[src/rtl/bus_arb_pkg.sv]
// Shared types and helpers for the ADS bus arbiter family.
// Latency: none (types and pure functions only).
// Backpressure: not applicable.
package bus_arb_pkg;

  typedef enum logic {
    IDLE = 1'b0,
    BUSY = 1'b1
  } arb_state_e;

  // Owner index held in the split record when no split is pending.
  localparam logic [2:0] SP_NONE = 3'd0;

  // One-hot (up to 8 bits) to binary index; a zero input maps to 0.
  function automatic logic [2:0] onehot_to_idx(input logic [7:0] oh);
    logic [2:0] idx;
    idx = 3'd0;
    for (int i = 0; i < 8; i++) begin
      if (oh[i]) idx = idx | 3'(i);
    end
    return idx;
  endfunction

endpackage

[src/rtl/bus_arbiter_n_if.sv]
// Request/grant/split signal bundle between masters, slaves and the arbiter.
// Latency: none (wires only).
// Backpressure: slave readiness travels as sready/sreadysp; the arbiter holds grants.
interface bus_arbiter_n_if #(
  parameter int NUM_MASTERS = 4,
  parameter int NUM_SLAVES  = 3,
  parameter int MSEL_W      = $clog2(NUM_MASTERS)
);
  logic [NUM_MASTERS-1:0] breq;
  logic [NUM_SLAVES-1:0]  sready;
  logic                   sreadysp;
  logic                   ssplit;
  logic [NUM_MASTERS-1:0] bgrant;
  logic [MSEL_W-1:0]      msel;
  logic [NUM_MASTERS-1:0] msplit;
  logic                   split_grant;

  // Bus-side view: masters raise requests, slaves report ready/split.
  modport master (
    output breq, sready, sreadysp, ssplit,
    input  bgrant, msel, msplit, split_grant
  );

  // Arbiter view.
  modport slave (
    input  breq, sready, sreadysp, ssplit,
    output bgrant, msel, msplit, split_grant
  );
endinterface

[src/rtl/arb_rr_picker.sv]
// Picks one requester: lowest index, or first at/after a rotating pointer.
// Latency: purely combinational.
// Backpressure: none; vld_o low when no request is set.
module arb_rr_picker
  import bus_arb_pkg::*;
#(
  parameter int NUM_MASTERS = 4,
  parameter bit RR_EN       = 1'b0,
  parameter int MSEL_W      = $clog2(NUM_MASTERS)
) (
  input  logic [NUM_MASTERS-1:0] req_i,
  input  logic [MSEL_W-1:0]      ptr_i,
  output logic                   vld_o,
  output logic [MSEL_W-1:0]      idx_o
);
  logic [MSEL_W-1:0]      base;
  logic [NUM_MASTERS-1:0] rot;
  logic [NUM_MASTERS-1:0] low;
  logic [2:0]             off;
  logic [MSEL_W:0]        sum;

  // Rotate so the pointer sits at bit 0, isolate lowest set bit, rotate back.
  always_comb begin
    base  = RR_EN ? ptr_i : '0;
    rot   = NUM_MASTERS'({req_i, req_i} >> base);
    low   = rot & (~rot + NUM_MASTERS'(1));
    off   = onehot_to_idx(8'(low));
    sum   = {1'b0, base} + (MSEL_W+1)'(off);
    if (sum >= (MSEL_W+1)'(NUM_MASTERS)) sum = sum - (MSEL_W+1)'(NUM_MASTERS);
    idx_o = sum[MSEL_W-1:0];
    vld_o = |req_i;
  end
endmodule

[src/rtl/bus_arbiter_n.sv]
// N-master ADS bus arbiter, fixed-priority or round-robin, with one tracked split.
// Latency: request to grant 1 cycle from IDLE; release to IDLE 1 cycle after breq drops.
// Backpressure: grants wait for slave ready; GRANT_TIMEOUT_EN caps hold at MAX_HOLD cycles.
module bus_arbiter_n
  import bus_arb_pkg::*;
#(
  parameter int NUM_MASTERS = 4,
  parameter int NUM_SLAVES  = 3,
  parameter bit RR_EN       = 1'b0,
  parameter int MAX_HOLD    = 16,
  parameter int MSEL_W      = $clog2(NUM_MASTERS)
) (
  input  logic           clk,
  input  logic           rst,
  bus_arbiter_n_if.slave bus
);
  if (NUM_MASTERS < 2 || NUM_MASTERS > 8) begin : g_bad_masters
    $error("NUM_MASTERS must be in 2..8");
  end
  if (MAX_HOLD < 2) begin : g_bad_hold
    $error("MAX_HOLD must be at least 2");
  end

  arb_state_e             state_q, state_d;
  logic [MSEL_W-1:0]      owner_q, owner_d;
  logic [MSEL_W-1:0]      sp_owner_q, sp_owner_d;
  logic [MSEL_W-1:0]      rr_ptr_q, rr_ptr_d;
  logic                   sp_valid_q, sp_valid_d;
  logic                   split_grant_q, split_grant_d;
  logic [NUM_MASTERS-1:0] msplit_q, msplit_d;

  logic                   rdy_ns, rdy_all;
  logic [NUM_MASTERS-1:0] owner_oh, sp_oh, pick_req;
  logic                   pick_vld;
  logic [MSEL_W-1:0]      pick_idx, pick_nxt;
  logic                   release_bus;
  logic                   hold_expired;

  assign rdy_ns   = &bus.sready;
  assign rdy_all  = rdy_ns & bus.sreadysp;
  assign owner_oh = NUM_MASTERS'(1) << owner_q;
  assign sp_oh    = NUM_MASTERS'(1) << sp_owner_q;
  // While the split slave is still busy its parked master cannot be re-picked.
  assign pick_req = bus.ssplit ? (bus.breq & ~sp_oh) : bus.breq;
  assign pick_nxt = (pick_idx == MSEL_W'(NUM_MASTERS - 1)) ? '0 : pick_idx + MSEL_W'(1);

  arb_rr_picker #(
    .NUM_MASTERS(NUM_MASTERS),
    .RR_EN      (RR_EN),
    .MSEL_W     (MSEL_W)
  ) u_picker (
    .req_i(pick_req),
    .ptr_i(rr_ptr_q),
    .vld_o(pick_vld),
    .idx_o(pick_idx)
  );

`ifdef GRANT_TIMEOUT_EN
  localparam int HOLD_W = $clog2(MAX_HOLD);
  logic [HOLD_W-1:0] hold_q, hold_d;
  logic              hold_frozen;

  // Resumed split owner finishing its transfer is never timed out.
  assign hold_frozen  = sp_valid_q && (owner_q == sp_owner_q);
  assign hold_expired = (state_q == BUSY) && (hold_q == HOLD_W'(MAX_HOLD - 1))
                        && |(bus.breq & ~owner_oh & ~msplit_q);

  // Count consecutive BUSY cycles, saturating at MAX_HOLD-1.
  always_comb begin
    hold_d = '0;
    if (state_q == BUSY && !release_bus) begin
      if (hold_frozen || hold_q == HOLD_W'(MAX_HOLD - 1)) hold_d = hold_q;
      else                                                 hold_d = hold_q + HOLD_W'(1);
    end
  end

  // Hold counter register.
  always_ff @(posedge clk) begin
    if (rst) hold_q <= '0;
    else     hold_q <= hold_d;
  end
`else
  assign hold_expired = 1'b0;
`endif

  // Next-state: grant selection in IDLE, split capture/release and hand-back in BUSY.
  always_comb begin
    state_d       = state_q;
    owner_d       = owner_q;
    sp_valid_d    = sp_valid_q;
    sp_owner_d    = sp_owner_q;
    msplit_d      = msplit_q;
    rr_ptr_d      = rr_ptr_q;
    split_grant_d = 1'b0;
    release_bus   = 1'b0;
    unique case (state_q)
      IDLE: begin
        if (!bus.ssplit && sp_valid_q) begin
          state_d = BUSY;
          owner_d = sp_owner_q;
        end else if (pick_vld && (bus.ssplit ? (sp_valid_q && rdy_ns) : rdy_all)) begin
          state_d  = BUSY;
          owner_d  = pick_idx;
          rr_ptr_d = pick_nxt;
        end
      end
      BUSY: begin
        if (!sp_valid_q && bus.ssplit) begin
          sp_valid_d = 1'b1;
          sp_owner_d = owner_q;
          msplit_d   = msplit_q | owner_oh;
        end else if (sp_valid_q && owner_q == sp_owner_q && !bus.ssplit) begin
          sp_valid_d    = 1'b0;
          msplit_d      = msplit_q & ~owner_oh;
          split_grant_d = 1'b1;
        end
        release_bus = !bus.breq[owner_q] || (!sp_valid_q && bus.ssplit) || hold_expired;
        if (release_bus) state_d = IDLE;
      end
      default: state_d = IDLE;
    endcase
  end

  // State and split-record registers.
  always_ff @(posedge clk) begin
    if (rst) begin
      state_q       <= IDLE;
      owner_q       <= '0;
      sp_valid_q    <= 1'b0;
      sp_owner_q    <= MSEL_W'(SP_NONE);
      rr_ptr_q      <= '0;
      msplit_q      <= '0;
      split_grant_q <= 1'b0;
    end else begin
      state_q       <= state_d;
      owner_q       <= owner_d;
      sp_valid_q    <= sp_valid_d;
      sp_owner_q    <= sp_owner_d;
      rr_ptr_q      <= rr_ptr_d;
      msplit_q      <= msplit_d;
      split_grant_q <= split_grant_d;
    end
  end

  assign bus.bgrant      = (state_q == BUSY) ? owner_oh : '0;
  assign bus.msel        = (state_q == BUSY) ? owner_q  : '0;
  assign bus.msplit      = msplit_q;
  assign bus.split_grant = split_grant_q;
endmodule

[src/flat_wrapper.sv]
// flat-port wrapper written by rule: the top's interface ports become plain ports
module bus_arbiter_n_flat import bus_arb_pkg::*;
#(
  parameter int NUM_MASTERS = 4,
  parameter int NUM_SLAVES  = 3,
  parameter bit RR_EN       = 1'b0,
  parameter int MAX_HOLD    = 16,
  parameter int MSEL_W      = $clog2(NUM_MASTERS)
)
  (clk, rst, bus_breq, bus_sready, bus_sreadysp, bus_ssplit, bus_bgrant, bus_msel, bus_msplit, bus_split_grant);
  bus_arbiter_n_if #(.NUM_MASTERS(NUM_MASTERS), .NUM_SLAVES(NUM_SLAVES), .MSEL_W(MSEL_W)) bus_i ();
  input  logic clk;
  input  logic rst;
  input wire logic [$bits(bus_i.breq)-1:0] bus_breq;
  input wire logic [$bits(bus_i.sready)-1:0] bus_sready;
  input wire logic [$bits(bus_i.sreadysp)-1:0] bus_sreadysp;
  input wire logic [$bits(bus_i.ssplit)-1:0] bus_ssplit;
  output wire logic [$bits(bus_i.bgrant)-1:0] bus_bgrant;
  output wire logic [$bits(bus_i.msel)-1:0] bus_msel;
  output wire logic [$bits(bus_i.msplit)-1:0] bus_msplit;
  output wire logic [$bits(bus_i.split_grant)-1:0] bus_split_grant;
  assign bus_i.breq = bus_breq;
  assign bus_i.sready = bus_sready;
  assign bus_i.sreadysp = bus_sreadysp;
  assign bus_i.ssplit = bus_ssplit;
  assign bus_bgrant = bus_i.bgrant;
  assign bus_msel = bus_i.msel;
  assign bus_msplit = bus_i.msplit;
  assign bus_split_grant = bus_i.split_grant;
  bus_arbiter_n #(.NUM_MASTERS(NUM_MASTERS), .NUM_SLAVES(NUM_SLAVES), .RR_EN(RR_EN), .MAX_HOLD(MAX_HOLD), .MSEL_W(MSEL_W)) u_core (.clk(clk), .rst(rst), .bus(bus_i));
endmodule
[config.mk]
export PLATFORM = sky130hd
export DESIGN_NAME = bus_arbiter_n_flat
export DESIGN_NICKNAME = d
export VERILOG_FILES = /design/src/rtl/bus_arb_pkg.sv /design/src/rtl/bus_arbiter_n_if.sv /design/src/rtl/arb_rr_picker.sv /design/src/rtl/bus_arbiter_n.sv /design/src/flat_wrapper.sv
export SDC_FILE = /design/constraint.sdc
export NUM_CORES = 1
export LEC_CHECK = 0
export CORE_MARGIN = 5
export CORE_UTILIZATION = 51
export CTS_BUF_LIST = sky130_fd_sc_hd__clkbuf_4
export DETAILED_ROUTE_END_ITERATION = 16
export MAX_ROUTING_LAYER = met4
export PLACE_DENSITY_LB_ADDON = 0.15
export REMOVE_ABC_BUFFERS = 1
export SYNTH_ARGS = -nofsm -noshare
export SYNTH_HDL_FRONTEND = slang
export SYNTH_SLANG_ARGS = --single-unit
[constraint.sdc]
create_clock -name clk -period 3.3 [get_ports clk]
set_input_delay 0.66 -clock clk [delete_from_list [all_inputs] [get_ports clk]]
set_output_delay 0.66 -clock clk [all_outputs]
set_load 0.01 [all_outputs]
==> impl_metrics.toml <==
[sta]
slew_viol_final = 0
worst_slew_pin_slew_ns = 0.449
hold_viol = 0
finalClockSkew_ns = 0.0101
setup_viol = 0
rsz0062_at_grt = "no"
slew_headroom_pct = 70.0
period_minus_slack_ns = 2.40
holdWs_ns = 0.474
timing.final.crit_share_pct = 72.7
final.setup.tns_ns = 0
fmax_mhz = 417

[clocking]
post_cts_buffers = 0
clkTransAtPathRegs_ns = 0.07
cts_hold_buf = 0
cts.htree.levels = 1
cts_tree = "yes"
clk_path_buf_depth = 2
cts_root_buf = "clkbuf_4"
cts_repair_resize_count = 0
cts.sinks = 11
numCtsBuffers = 3
clk_latency_ns = 0.28

[floorplanning]
start_util_pct = 55.2
core_area_sq_mm = 0.00135
die_w_um = 48.2
dieArea_sq_mm = 0.00233
fp.dieH_um = 48.2
rows = 13
io_pins = 22

[global_route]
grtUsageTotal_pct = 18.0
overflow = 0
grt_max_degree = 13
antenna_found_initial = 0
grt_pass1_vias = 603
grt_pass1_wl_um = 2820

[status]
status = "completed"

[route]
ant_nets = 0
drt_iter0_markers = 6
vias = 733
first_pass_iters = 4
wl_per_cell_um = 14.2
via_per_inst = 5.96
drc = 0
wl_um = 1750

[synth]
synth_seq_area_share_pct = 29.5
synth_edf_count = 0
syn_area_per_cell_sq_um = 8.29
synth.distinct_cells = 32
yosysWarnings = 0
syn_area_sq_um = 746
ys_ff_latch = 11
synth_async_sr_flop_share_pct = 0
synth_cells = 90
synth_ff_type = "dfxtp_1"

[job]
max_cap_viol_count = 0

[pwr]
leakage_nw = 0.311
power_density_mw_per_mm2 = 288
peakVddDrop_mv = 0.214
power_uw = 276

[critical_path]
critPathBufInv = 1
path_delay_family = "flip-flops"
cp_slowest_cell = "dfxtp_1"
worst_ep_required_time_ns = 2.64
cp.arrival_ns = 1.74
crit_top_cell = "and2_1"
cp_slowest_stage_delay_ns = 0.56
setup.worst_path.end_class = "output port"
cp_max_fo = 12
crit_chain = "and2_1 -> and2_1 -> clkdlybuf4s50_1"
critPathLaunchType = "register"
regToRegStartpoint = "u_core.state_q$_SDFF_PP0_"
critPathKind = "reg2out"
critPathLaunch = "u_core.state_q$_SDFF_PP0_"

[finish]
drive_gt1_share_pct = 11.1
post-route-cell-area_sq_um = 960
area_delta_synth_final_pct = 28.7
final_common_cell = "clkdlybuf4s50_1"
insertedDiodeCount = 0
final_core_util_pct = 71.1
finalNetCount = 120
final_cell_mix = "21 x clkdlybuf4s50_1, 12 x nor2_1, 11 x dfxtp_1"

[placed_design]
placed_area_sq_um = 930
portBuffers = 21
routabilityCongestion = 0.797
hpwl_um = 1270

[hold_path]
holdCritPathClass = "reg2reg"
## final timing paths
check	end	slack [ns]	depth (start not counted)
worst min register to register	register	0.47	2
worst max-delay path	bus_bgrant[2]	0.90	3
worst max register to register	u_core.owner_q[0]$_SDFFE_PP0P_	1.56	5
worst min-delay path	register	0.47	2
## per-stage QoR
stage          instances  setup WS (ns)
3_5_place_dp         119          0.878
2_1_floorplan         83           1.60
3_3_place_gp         119          0.936
4_1_cts              123          0.897
6_report             123          0.902
5_1_grt              123          0.821
## synth_stat cells, types with 2 or more instances
master / instances / share of area [%]
nor2_1: 12 / 6.0
mux2i_1: 2 / 2.7
dfxtp_1: 11 / 30
a21oi_1: 8 / 5.4
buf_6: 2 / 3.0
xnor2_1: 2 / 2.3
nand3b_1: 2 / 2.0
a2111oi_2: 2 / 4.0
nand2b_1: 2 / 1.7
nand2_1: 8 / 4.0
nand4_1: 3 / 2.5
and2_1: 3 / 2.5
o31ai_1: 4 / 4.0
clkbuf_1: 4 / 2.0
a221oi_1: 2 / 2.3
inv_1: 3 / 1.5
o21ai_0: 3 / 2.0
and3_1: 3 / 2.5
## final cells by class
cell class / count / area [sq um]
Multi-Input combinational cell: 69 / 469
Inverter: 3 / 11.3
Timing Repair Buffer: 21 / 210
Fill cell: 116 / 390
Sequential cell: 11 / 220
Tap cell: 15 / 18.8
Clock buffer: 4 / 30.0
## worst register-to-register path: stages (launching register included)
cell and delay (ns):
dfxtp_1 0.43, nand4b_2 0.32, a211oi_1 0.30, o22ai_2 0.18
a2111oi_2 0.33, a31o_1 0.13
## where the power goes
| group | total (mW) | switching (mW) | internal (mW) |
|---|---|---|---|
| clock network | 0.102 | 0.0468 | 0.0552 |
| registers | 0.136 | 0.00229 | 0.134 |
| logic | 0.0381 | 0.0181 | 0.0200 |
## per-layer routing
metal  routed length, um  vias up  global-route usage [%]
li1                    -      360                       -
met1                 736      337                    22.6
met2                 815       33                    26.0
met3                 176        3                    6.64
met4                  17        0                    6.45
met5                   0        -                       -
## kinds of logic (layout without fill, tap and decap cells)
kind of cell           Yosys count  count (layout)  share of synthesized area (%)
AO/OA/AOI/OAI                   26              26                           27.5
buffers and inverters           10              28                           7.55
flip-flops                      11              11                           29.5
XOR/XNOR                         2               2                           2.35
AND/OR/NAND/NOR                 38              38                           27.3
multiplexers                     3               3                           5.70
No activity file was read; power rests on OpenSTA's default activity.
